`src/rtl/alu_pkg.sv`:
```
// Shared encodings for the ALU sequencer: select codes, Funct and Alu_Op codes, FSM states, decode helper.
// ALU_SEQ_MUL_EN enables the iterative multiplier (Funct 0x18); without it 0x18 decodes as illegal.
package alu_pkg;

    localparam logic [2:0] SEL_AND = 3'b000;
    localparam logic [2:0] SEL_OR  = 3'b001;
    localparam logic [2:0] SEL_ADD = 3'b010;
    localparam logic [2:0] SEL_SRL = 3'b100;
    localparam logic [2:0] SEL_SLL = 3'b101;
    localparam logic [2:0] SEL_SUB = 3'b110;
    localparam logic [2:0] SEL_XOR = 3'b111;

    localparam logic [5:0] FUNCT_ADD = 6'h20;
    localparam logic [5:0] FUNCT_SUB = 6'h22;
    localparam logic [5:0] FUNCT_AND = 6'h24;
    localparam logic [5:0] FUNCT_OR  = 6'h25;
    localparam logic [5:0] FUNCT_XOR = 6'h26;
    localparam logic [5:0] FUNCT_SLL = 6'h00;
    localparam logic [5:0] FUNCT_SRL = 6'h02;
    localparam logic [5:0] FUNCT_MUL = 6'h18;

    localparam logic [1:0] ALU_OP_ADD     = 2'b00;
    localparam logic [1:0] ALU_OP_SUB     = 2'b01;
    localparam logic [1:0] ALU_OP_RTYPE   = 2'b10;
    localparam logic [1:0] ALU_OP_ILLEGAL = 2'b11;

    typedef enum logic [1:0] {
        ST_IDLE = 2'b00,
        ST_EXEC = 2'b01,
`ifdef ALU_SEQ_MUL_EN
        ST_MUL  = 2'b10,
`endif
        ST_DONE = 2'b11
    } state_e;

    typedef struct packed {
        logic [2:0] sel;
        logic       illegal;
`ifdef ALU_SEQ_MUL_EN
        logic       is_mul;
`endif
    } dec_t;

    function automatic dec_t decode_op(input logic [1:0] alu_op, input logic [5:0] funct);
        dec_t d;
        d.sel     = SEL_ADD;
        d.illegal = 1'b0;
`ifdef ALU_SEQ_MUL_EN
        d.is_mul  = 1'b0;
`endif
        case (alu_op)
            ALU_OP_ADD:     d.sel = SEL_ADD;
            ALU_OP_SUB:     d.sel = SEL_SUB;
            ALU_OP_RTYPE: begin
                case (funct)
                    FUNCT_ADD: d.sel = SEL_ADD;
                    FUNCT_SUB: d.sel = SEL_SUB;
                    FUNCT_AND: d.sel = SEL_AND;
                    FUNCT_OR:  d.sel = SEL_OR;
                    FUNCT_XOR: d.sel = SEL_XOR;
                    FUNCT_SLL: d.sel = SEL_SLL;
                    FUNCT_SRL: d.sel = SEL_SRL;
`ifdef ALU_SEQ_MUL_EN
                    FUNCT_MUL: d.is_mul = 1'b1;
`else
                    FUNCT_MUL: d.illegal = 1'b1;
`endif
                    default:   d.illegal = 1'b1;
                endcase
            end
            ALU_OP_ILLEGAL: d.illegal = 1'b1;
            default:        d.illegal = 1'b1;
        endcase
        return d;
    endfunction

endpackage

```
`src/rtl/alu_sequencer_if.sv`:
```
// Request/response handshake bundle between a requester (master) and the ALU sequencer (slave).
interface alu_sequencer_if #(
    parameter int Bus_Width = 16
);
    logic                 In_Valid;
    logic                 In_Ready;
    logic [1:0]           Alu_Op;
    logic [5:0]           Funct;
    logic [Bus_Width-1:0] DataA;
    logic [Bus_Width-1:0] DataB;
    logic                 Out_Valid;
    logic                 Out_Ready;
    logic [Bus_Width-1:0] Result;
    logic                 Zero;
    logic                 Illegal;

    modport master (
        output In_Valid, Alu_Op, Funct, DataA, DataB, Out_Ready,
        input  In_Ready, Out_Valid, Result, Zero, Illegal
    );

    modport slave (
        input  In_Valid, Alu_Op, Funct, DataA, DataB, Out_Ready,
        output In_Ready, Out_Valid, Result, Zero, Illegal
    );
endinterface

```
`src/rtl/alu_core.sv`:
```
// Purely combinational ALU datapath selected by the 3-bit operation select.
module alu_core
    import alu_pkg::*;
#(
    parameter int Bus_Width = 16
) (
    input  logic [Bus_Width-1:0] data_a,
    input  logic [Bus_Width-1:0] data_b,
    input  logic [2:0]           sel,
    output logic [Bus_Width-1:0] result
);

    localparam logic [Bus_Width-1:0] SHAMT_LIMIT = Bus_Width'(Bus_Width);

    logic shift_oob;
    assign shift_oob = (data_b >= SHAMT_LIMIT);

    // NOTE: every always_comb output gets a default first so no path can infer a latch.
    always_comb begin
        result = '0;
        case (sel)
            SEL_AND: result = data_a & data_b;
            SEL_OR:  result = data_a | data_b;
            SEL_ADD: result = data_a + data_b;
            SEL_SUB: result = data_a - data_b;
            SEL_XOR: result = data_a ^ data_b;
            SEL_SLL: result = shift_oob ? '0 : (data_a << data_b);
            SEL_SRL: result = shift_oob ? '0 : (data_a >> data_b);
            default: result = '0;
        endcase
    end

endmodule

```
`src/rtl/alu_sequencer.sv`:
```
// Handshaked ALU sequencer: accepts one request, executes it, holds the registered result until taken.
// ALU_SEQ_MUL_EN adds an LSB-first shift-add multiplier taking Bus_Width iterations.
module alu_sequencer
    import alu_pkg::*;
#(
    parameter int Bus_Width = 16
) (
    input  logic            clk,
    input  logic            rst,
    alu_sequencer_if.slave  bus
);

    state_e state_q, state_d;
    dec_t   dec;
    logic   accept;
    logic   in_ready;
    logic   out_valid;

    logic [Bus_Width-1:0] a_q, b_q;
    logic [2:0]           sel_q;
    logic                 illegal_req_q;
    logic [Bus_Width-1:0] core_y;

    logic [Bus_Width-1:0] result_q;
    logic                 zero_q;
    logic                 illegal_q;

`ifdef ALU_SEQ_MUL_EN
    localparam int CNT_W = $clog2(Bus_Width + 1);
    localparam logic [CNT_W-1:0] MUL_ITERS = CNT_W'(Bus_Width);

    logic [Bus_Width-1:0] acc_q;
    logic [CNT_W-1:0]     cnt_q;
    logic                 mul_done;

    assign mul_done = (cnt_q == MUL_ITERS);
`endif

    assign dec = decode_op(bus.Alu_Op, bus.Funct);

    alu_core #(
        .Bus_Width (Bus_Width)
    ) u_core (
        .data_a (a_q),
        .data_b (b_q),
        .sel    (sel_q),
        .result (core_y)
    );

    // NOTE: sequential state uses non-blocking assignments so every register samples pre-edge values.
    always_ff @(posedge clk or posedge rst) begin
        if (rst) state_q <= ST_IDLE;
        else     state_q <= state_d;
    end

    always_comb begin
        state_d   = state_q;
        in_ready  = 1'b0;
        out_valid = 1'b0;
        accept    = 1'b0;
        case (state_q)
            ST_IDLE: begin
                in_ready = 1'b1;
                if (bus.In_Valid) begin
                    accept = 1'b1;
`ifdef ALU_SEQ_MUL_EN
                    state_d = dec.is_mul ? ST_MUL : ST_EXEC;
`else
                    state_d = ST_EXEC;
`endif
                end
            end
            ST_EXEC: state_d = ST_DONE;
`ifdef ALU_SEQ_MUL_EN
            ST_MUL: if (mul_done) state_d = ST_DONE;
`endif
            ST_DONE: begin
                out_valid = 1'b1;
                if (bus.Out_Ready) state_d = ST_IDLE;
            end
            default: state_d = ST_IDLE;
        endcase
    end

    // Operands are reused as multiplicand/multiplier shift registers during MUL.
    always_ff @(posedge clk or posedge rst) begin
        if (rst) begin
            a_q           <= '0;
            b_q           <= '0;
            sel_q         <= SEL_ADD;
            illegal_req_q <= 1'b0;
            result_q      <= '0;
            zero_q        <= 1'b0;
            illegal_q     <= 1'b0;
`ifdef ALU_SEQ_MUL_EN
            acc_q         <= '0;
            cnt_q         <= '0;
`endif
        end else begin
            if (accept) begin
                a_q           <= bus.DataA;
                b_q           <= bus.DataB;
                sel_q         <= dec.sel;
                illegal_req_q <= dec.illegal;
`ifdef ALU_SEQ_MUL_EN
                acc_q         <= '0;
                cnt_q         <= '0;
`endif
            end

            if (state_q == ST_EXEC) begin
                result_q  <= illegal_req_q ? '0 : core_y;
                zero_q    <= illegal_req_q || (core_y == '0);
                illegal_q <= illegal_req_q;
            end

`ifdef ALU_SEQ_MUL_EN
            if (state_q == ST_MUL) begin
                if (mul_done) begin
                    result_q  <= acc_q;
                    zero_q    <= (acc_q == '0);
                    illegal_q <= 1'b0;
                end else begin
                    if (b_q[0]) acc_q <= acc_q + a_q;
                    a_q   <= a_q << 1;
                    b_q   <= b_q >> 1;
                    cnt_q <= cnt_q + CNT_W'(1);
                end
            end
`endif
        end
    end

    assign bus.In_Ready  = in_ready;
    assign bus.Out_Valid = out_valid;
    assign bus.Result    = result_q;
    assign bus.Zero      = zero_q;
    assign bus.Illegal   = illegal_q;

endmodule

```
`src/flat_wrapper.sv`:
```
// flat-port wrapper written by rule: the top's interface ports become plain ports
module alu_sequencer_flat import alu_pkg::*;
#(
    parameter int Bus_Width = 16
)
  (clk, rst, bus_In_Valid, bus_Alu_Op, bus_Funct, bus_DataA, bus_DataB, bus_Out_Ready, bus_In_Ready, bus_Out_Valid, bus_Result, bus_Zero, bus_Illegal);
  alu_sequencer_if #(.Bus_Width(Bus_Width)) bus_i ();
  input  logic clk;
  input  logic rst;
  input wire logic [$bits(bus_i.In_Valid)-1:0] bus_In_Valid;
  input wire logic [$bits(bus_i.Alu_Op)-1:0] bus_Alu_Op;
  input wire logic [$bits(bus_i.Funct)-1:0] bus_Funct;
  input wire logic [$bits(bus_i.DataA)-1:0] bus_DataA;
  input wire logic [$bits(bus_i.DataB)-1:0] bus_DataB;
  input wire logic [$bits(bus_i.Out_Ready)-1:0] bus_Out_Ready;
  output wire logic [$bits(bus_i.In_Ready)-1:0] bus_In_Ready;
  output wire logic [$bits(bus_i.Out_Valid)-1:0] bus_Out_Valid;
  output wire logic [$bits(bus_i.Result)-1:0] bus_Result;
  output wire logic [$bits(bus_i.Zero)-1:0] bus_Zero;
  output wire logic [$bits(bus_i.Illegal)-1:0] bus_Illegal;
  assign bus_i.In_Valid = bus_In_Valid;
  assign bus_i.Alu_Op = bus_Alu_Op;
  assign bus_i.Funct = bus_Funct;
  assign bus_i.DataA = bus_DataA;
  assign bus_i.DataB = bus_DataB;
  assign bus_i.Out_Ready = bus_Out_Ready;
  assign bus_In_Ready = bus_i.In_Ready;
  assign bus_Out_Valid = bus_i.Out_Valid;
  assign bus_Result = bus_i.Result;
  assign bus_Zero = bus_i.Zero;
  assign bus_Illegal = bus_i.Illegal;
  alu_sequencer #(.Bus_Width(Bus_Width)) u_core (.clk(clk), .rst(rst), .bus(bus_i));
endmodule
```
`config.mk`:
```
export PLATFORM = sky130hd
export DESIGN_NAME = alu_sequencer_flat
export DESIGN_NICKNAME = d
export VERILOG_FILES = /design/src/rtl/alu_pkg.sv /design/src/rtl/alu_sequencer_if.sv /design/src/rtl/alu_core.sv /design/src/rtl/alu_sequencer.sv /design/src/flat_wrapper.sv
export SDC_FILE = /design/constraint.sdc
export NUM_CORES = 1
export LEC_CHECK = 0
export ABC_CLOCK_PERIOD_IN_PS = 5220
export CORE_MARGIN = 2
export CORE_UTILIZATION = 40
export CTS_BUF_LIST = sky130_fd_sc_hd__clkbuf_2
export DETAILED_ROUTE_END_ITERATION = 16
export GPL_TIMING_DRIVEN = 1
export PLACE_DENSITY = 0.71
export REMOVE_ABC_BUFFERS = 1
export SLEW_MARGIN = 10
export SYNTH_ARGS = -nofsm -noshare
export SYNTH_HDL_FRONTEND = slang
export SYNTH_SLANG_ARGS = --single-unit
```
`constraint.sdc`:
```
create_clock -name clk -period 5.22 [get_ports clk]
set_clock_uncertainty 0.15 [all_clocks]
set_input_delay 0.783 -clock clk [delete_from_list [all_inputs] [get_ports clk]]
set_output_delay 0.783 -clock clk [all_outputs]
set_load 0.01 [all_outputs]
```
# After elaboration in Yosys (flattened, before gate mapping)
# Index checks and enable logic that the tools add are counted.
[word_totals]
inputBits = 44
mem_bits_rw = 0
latch_bits = 0
output_inout_bits = 20
mem_count = 0
elab_cells = 57
register_bits = 56
rom_bits = 0
[classes]
multipliers = 0
n_shift = 2
order_cmp = 1
n_eq_ne = 19
add_sub_neg = 2
n_mux = 15
n_bitwise = 3
n_div = 0
n_reduce_logical = 7
[ops]
columns = ["op", "count"]
rows = [
  ["$pmux W16 S7", 1],
  ["$mux W16", 3],
  ["$eq A6 B6 Y1 const B", 5],
  ["$pmux W3 S6", 1],
  ["$add A16 B16 Y16", 1],
  ["$and A16 B16 Y16", 1],
  ["$ge A16 B5 Y1 const B", 1],
  ["$logic_not A16 Y1", 1],
  ["$or A16 B16 Y16", 1],
  ["$shl A16 B16 Y16", 1],
  ["$shr A16 B16 Y16", 1],
  ["$sub A16 B16 Y16", 1],
  ["$xor A16 B16 Y16", 1],
  ["$eq A3 B3 Y1 const B", 4],
  ["$reduce_or A7 Y1", 1],
  ["$eq A2 B2 Y1 const B", 3],
  ["$eq A6 B2 Y1 const B", 1],
  ["$logic_not A6 Y1", 1],
  ["$pmux W2 S3", 1],
  ["$pmux W3 S2", 1],
  ["$mux W1", 5],
  ["$eq A2 B1 Y1 const B", 2],
  ["$mux W2", 2],
  ["$ne A2 B2 Y1 const B", 2],
  ["7 further kinds", 7],
]

# Logic depth before layout (Yosys ltp)
[depth]
depth_word = 5
mapped_depth = 19
depth_no_buf = 16

# Hierarchy
# A second synthesis with hierarchy kept.
[unflattened]
hier_cells = 723
hier_area_um2 = 5874.4
[by_module_without_submodules]
columns = ["mod", "cells_per_inst", "seq_area_each_um2", "area_each_um2", "instances"]
rows = [
  ["alu_core", 492, 0.0, 3524.6, 1],
  ["alu_sequencer", 231, 1402.6, 2349.8, 1],
]

# Worst setup path after synthesis
# No wires, ideal clock.
[synth_timing]
path_type = "flip-flop to flip-flop"
from = "register u_core.b_q[0]"
to = "register u_core.zero_q, in the netlist u_core.bus.Zero"
stages_incl_launch_ff = 17
period_less_slack_ns = 3.914
arrival_ns = 3.673
setup_ns = 0.092
n_path_buf = 2
path_slack_ns = 1.306
t_required_ns = 4.978
path_cell_list = "dfrtp_1 inv_1 buf_4 clkbuf_1 ha_1 a21o_1 inv_1 ha_1 nor2b_1 o21a_1 nor3_1 nor3_1 or3_1 or4_1 nor4_2 nand4b_1 o31ai_2"
[synth_via]
elab_chain_cells = 5
elab_cells_between_ends = 13
classes_between = "add/sub: 2; order compare: 1; shift: 2; mux: 3; bitwise: 3; reduce/logical: 2"
[synth_lines]
columns = ["element", "line", "text"]
rows = [
  ["start: declaration", "alu_sequencer.sv:19", "logic [Bus_Width-1:0] a_q, b_q;"],
  ["start signal: assignment", "alu_sequencer.sv:102", "b_q <= bus.DataB;"],
  ["$ge A16 B5 Y1 (tied with other cells)", "alu_core.sv:16", "assign shift_oob = (data_b >= SHAMT_LIMIT);"],
  ["$mux W16, on equally long branches", "alu_core.sv:28, alu_core.sv:27", ""],
  ["$pmux W16 S7 *", "alu_core.sv:21", "case (sel)"],
  ["$logic_not A16 Y1 *", "alu_sequencer.sv:113", "zero_q <= illegal_req_q || (core_y == '0);"],
  ["$logic_or A1 B1 Y1 *", "alu_sequencer.sv:113", ""],
  ["end signal: assignment", "alu_sequencer.sv:113", ""],
  ["end: declaration", "alu_sequencer.sv:25", "logic zero_q;"],
]
# Mark *: on every way between the ends. The rest lies on a longest branch, timed or not.
# A chain may end at the register's enable or synchronous reset.

# Worst setup path after layout
[layout_timing]
from = "register u_core.sel_q[1]"
to = "register u_core.zero_q, in the netlist u_core.bus.Zero"
[layout_via]
elab_chain_cells = 4
elab_cells_between_ends = 10
classes_between = "eq/ne: 6; mux: 1; reduce/logical: 3"
[layout_lines]
columns = ["element", "line", "text"]
rows = [
  ["start: declaration", "alu_sequencer.sv:20", "logic [2:0] sel_q;"],
  ["start signal: assignment", "alu_sequencer.sv:103", "sel_q <= dec.sel;"],
  ["$eq A3 B3 Y1 (tied with other cells)", "alu_core.sv:21", ""],
  ["$pmux W16 S7 *", "alu_core.sv:21", ""],
  ["$logic_not A16 Y1 *", "alu_sequencer.sv:113", ""],
  ["$logic_or A1 B1 Y1 *", "alu_sequencer.sv:113", ""],
]
# Marks and branches as above.

==> results_dict.tcl <==
set metrics [dict create \
    dp_hpwl_mm 15.57 \
    syn2layout_area_growth_pct 13.45 \
    drt_pass1_iterations 6 \
    cp_top_family "compound AO/OA/AOI/OAI gates" \
    die-width_um 126.4 \
    rsz0062_at_grt "no" \
    routed_via_density 6.215 \
    top_layer "met4" \
    grt_max_degree 50 \
    hold_path_class "reg -> reg" \
    mostFrequentLayoutCell "nand2_1" \
    worstMarginPinSlew_ns 1.168 \
    drt-met1-wl_mm 9.320 \
    cp_num_buf_inv 0 \
    grt_pass1_wl_mm 32.15 \
    crit_path_cell_trace "nor2b_1 > nand2_1 > a21o_1 > fa_1 > nand2b_1 > a21oi_1 > o21ai_0 > a311oi_1 > xnor2_1 > nor2_1 > nor4_1 > nand4b_1 > o31ai_2" \
    r2r_slack_ns 1.01 \
    dr.first_iter.drc_count 663 \
    worstPathArrival_ns 4.58 \
    layout_common_cells "nand2_1, o21ai_0, clkdlybuf4s50_1" \
    core_sq_mm 0.01459 \
    synth_edf_count 0 \
    io_pins 64 \
    route.met3.wl_mm 1.785 \
    grt_usage_pct 26.15 \
    nNetsFinal 869 \
    place_congestion 1.045 \
    die_h_um 126.4 \
    cts_sinks 56 \
    synthArstFlopShare_pct 100.0 \
    ant_nets 0 \
    cts_root_buf "clkbuf_2" \
    rows 44 \
    syn-cell-area_sq_mm 0.005989 \
    wl_met2_mm 8.955 \
    yosys_warnings 0 \
    setup_tns_ns 0 \
    cts_tree "built" \
    post-cts-setup-buffer-count 0 \
    cts_max_level 2 \
    cts.path.max_buffers 2 \
    clk_latency_ns 0.56 \
    cp.depth 13 \
    crit_slowest_cell "dfstp_2" \
    drcViolationCount 0 \
    detail_route.wl_per_cell_um 21.65 \
    cts-buffers-inserted 5 \
    start_kind "flop" \
    vias 5960 \
    grt_pass1_vias 5480 \
    rr_worst_depth 13 \
    hold_path_depth 2 \
    antenna_found_initial 1 \
    final.fill_count 1472 \
    finalMaxSlewViolations 0 \
    run_status "complete, no violations" \
    start_util_pct 41.05 \
    portBuffers 63 \
    maxCapViolCount 0 \
    critPathRequiredTime_ns 5.58 \
    fin_crit_ns 4.213 \
    synth_seq_cells 56 \
    fin_crit_sh_pct 80.70 \
    crit_type "reg -> reg" \
    max_freq_mhz 237.4 \
    slowest_delay_ns 0.74 \
    synth-main-ff-cell "dfrtp_1" \
    drive_gt1_share_pct 8.656 \
    syn_inst 733 \
    synth-seq-area-share_pct 23.42 \
    clkTransAtPathRegs_ns 0.33 \
    report.final.setup_viol 0 \
    cp-end-kind "flop" \
    cts_hold_buf 0 \
    syn_avg_cell_area_sq_um 8.171 \
    grt_overflow_total 0 \
    hold_viol_final 0 \
    relSlewSlack_pct 21.68 \
    die_area_sq_mm 0.01597 \
    ys_types 77 \
    path_max_fanout 12 \
    wirelength_mm 20.77 \
    cts_resized 0 \
]
## Yosys cell counts (all sizes together), types with 12 or more instances
library cell / number / area share, %
a21oi: 44 / 3.7
a22o: 14 / 2.0
buf: 18 / 2.3
clkbuf: 29 / 1.8
dfrtp: 55 / 23
ha: 51 / 11
inv: 47 / 2.9
mux2: 21 / 4.0
mux2i: 32 / 5.6
mux4: 12 / 4.8
nand2: 87 / 5.5
nand3: 16 / 1.3
nor2: 56 / 3.6
nor3: 15 / 1.3
o21ai: 80 / 6.7
xnor2: 20 / 2.9
## registers in the layout (all words and copies together), names as in the netlist
name / count
u_core.bus.Illegal: 1
u_core.state_q: 2
u_core.a_q: 16
u_core.sel_q: 3
u_core.b_q: 16
u_core.illegal_req_q: 1
u_core.bus.Result: 16
u_core.bus.Zero: 1
## layer usage
metal	vias to the layer above	global-route usage [%]
met2	327	39.07
met3	48	4.344
met1	2828	38.20
met4	0	9.050
li1	2757	-
met5	-	0
## metrics by stage
stage	worst slack [ns]	hold slack [ns]	cells	util (%)	cell area [sq um]
after global placement	1.197	0.3016	950	46.24	6745
after CTS	1.030	0.3668	958	46.56	6793
after floorplan	0.4976	0.3570	686	-	5743
final	1.007	0.3602	959	46.58	6795
after detailed placement	1.073	0.3080	950	46.24	6745
after global routing	0.6540	0.3943	959	46.58	6795
## kinds of logic after synthesis
| group | synth area share [%] |
|---|---|
| xor+xnor | 2.925 |
| compound gates | 23.86 |
| simple gates | 17.36 |
| buf+inv | 7.123 |
| fa+ha+maj | 10.99 |
| flops | 23.42 |
| mux | 14.33 |
## cell type report
type	count	area, sq um	share of cell area (%)
Clock buffer	5	25.02	0.3683
Antenna cell	1	2.502	0.03683
Inverter	48	180.2	2.651
Timing Repair Buffer	80	758.2	11.16
Tap cell	184	230.2	3.388
Multi-Input combinational cell	582	4173	61.41
Sequential cell	56	1404	20.66
Clock inverter	3	22.52	0.3314
## path summary, 6_finish.rpt
check	startpoint	endpoint
max	u_core.sel_q[1]$_DFFE_PP1P_	u_core.bus.Zero$_DFFE_PP0P_
max in group asynchronous	rst	u_core.b_q[1]$_DFFE_PP0P_
max reg2reg	u_core.sel_q[1]$_DFFE_PP1P_	u_core.bus.Zero$_DFFE_PP0P_
min reg2reg	u_core.bus.Result[0]$_DFFE_PP0P_	u_core.bus.Result[0]$_DFFE_PP0P_
min	u_core.bus.Result[0]$_DFFE_PP0P_	u_core.bus.Result[0]$_DFFE_PP0P_
min in group asynchronous	rst	u_core.state_q[1]$_DFFE_PP0P_
## worst min-delay path: stages (launching register included)
cell	delay (ns)
dfrtp_1	0.42
nand2_1	0.05
nand2_1	0.05
Power is not shown: default switching activity piles up to over one toggle a cycle in this logic, so the estimate is an artifact.
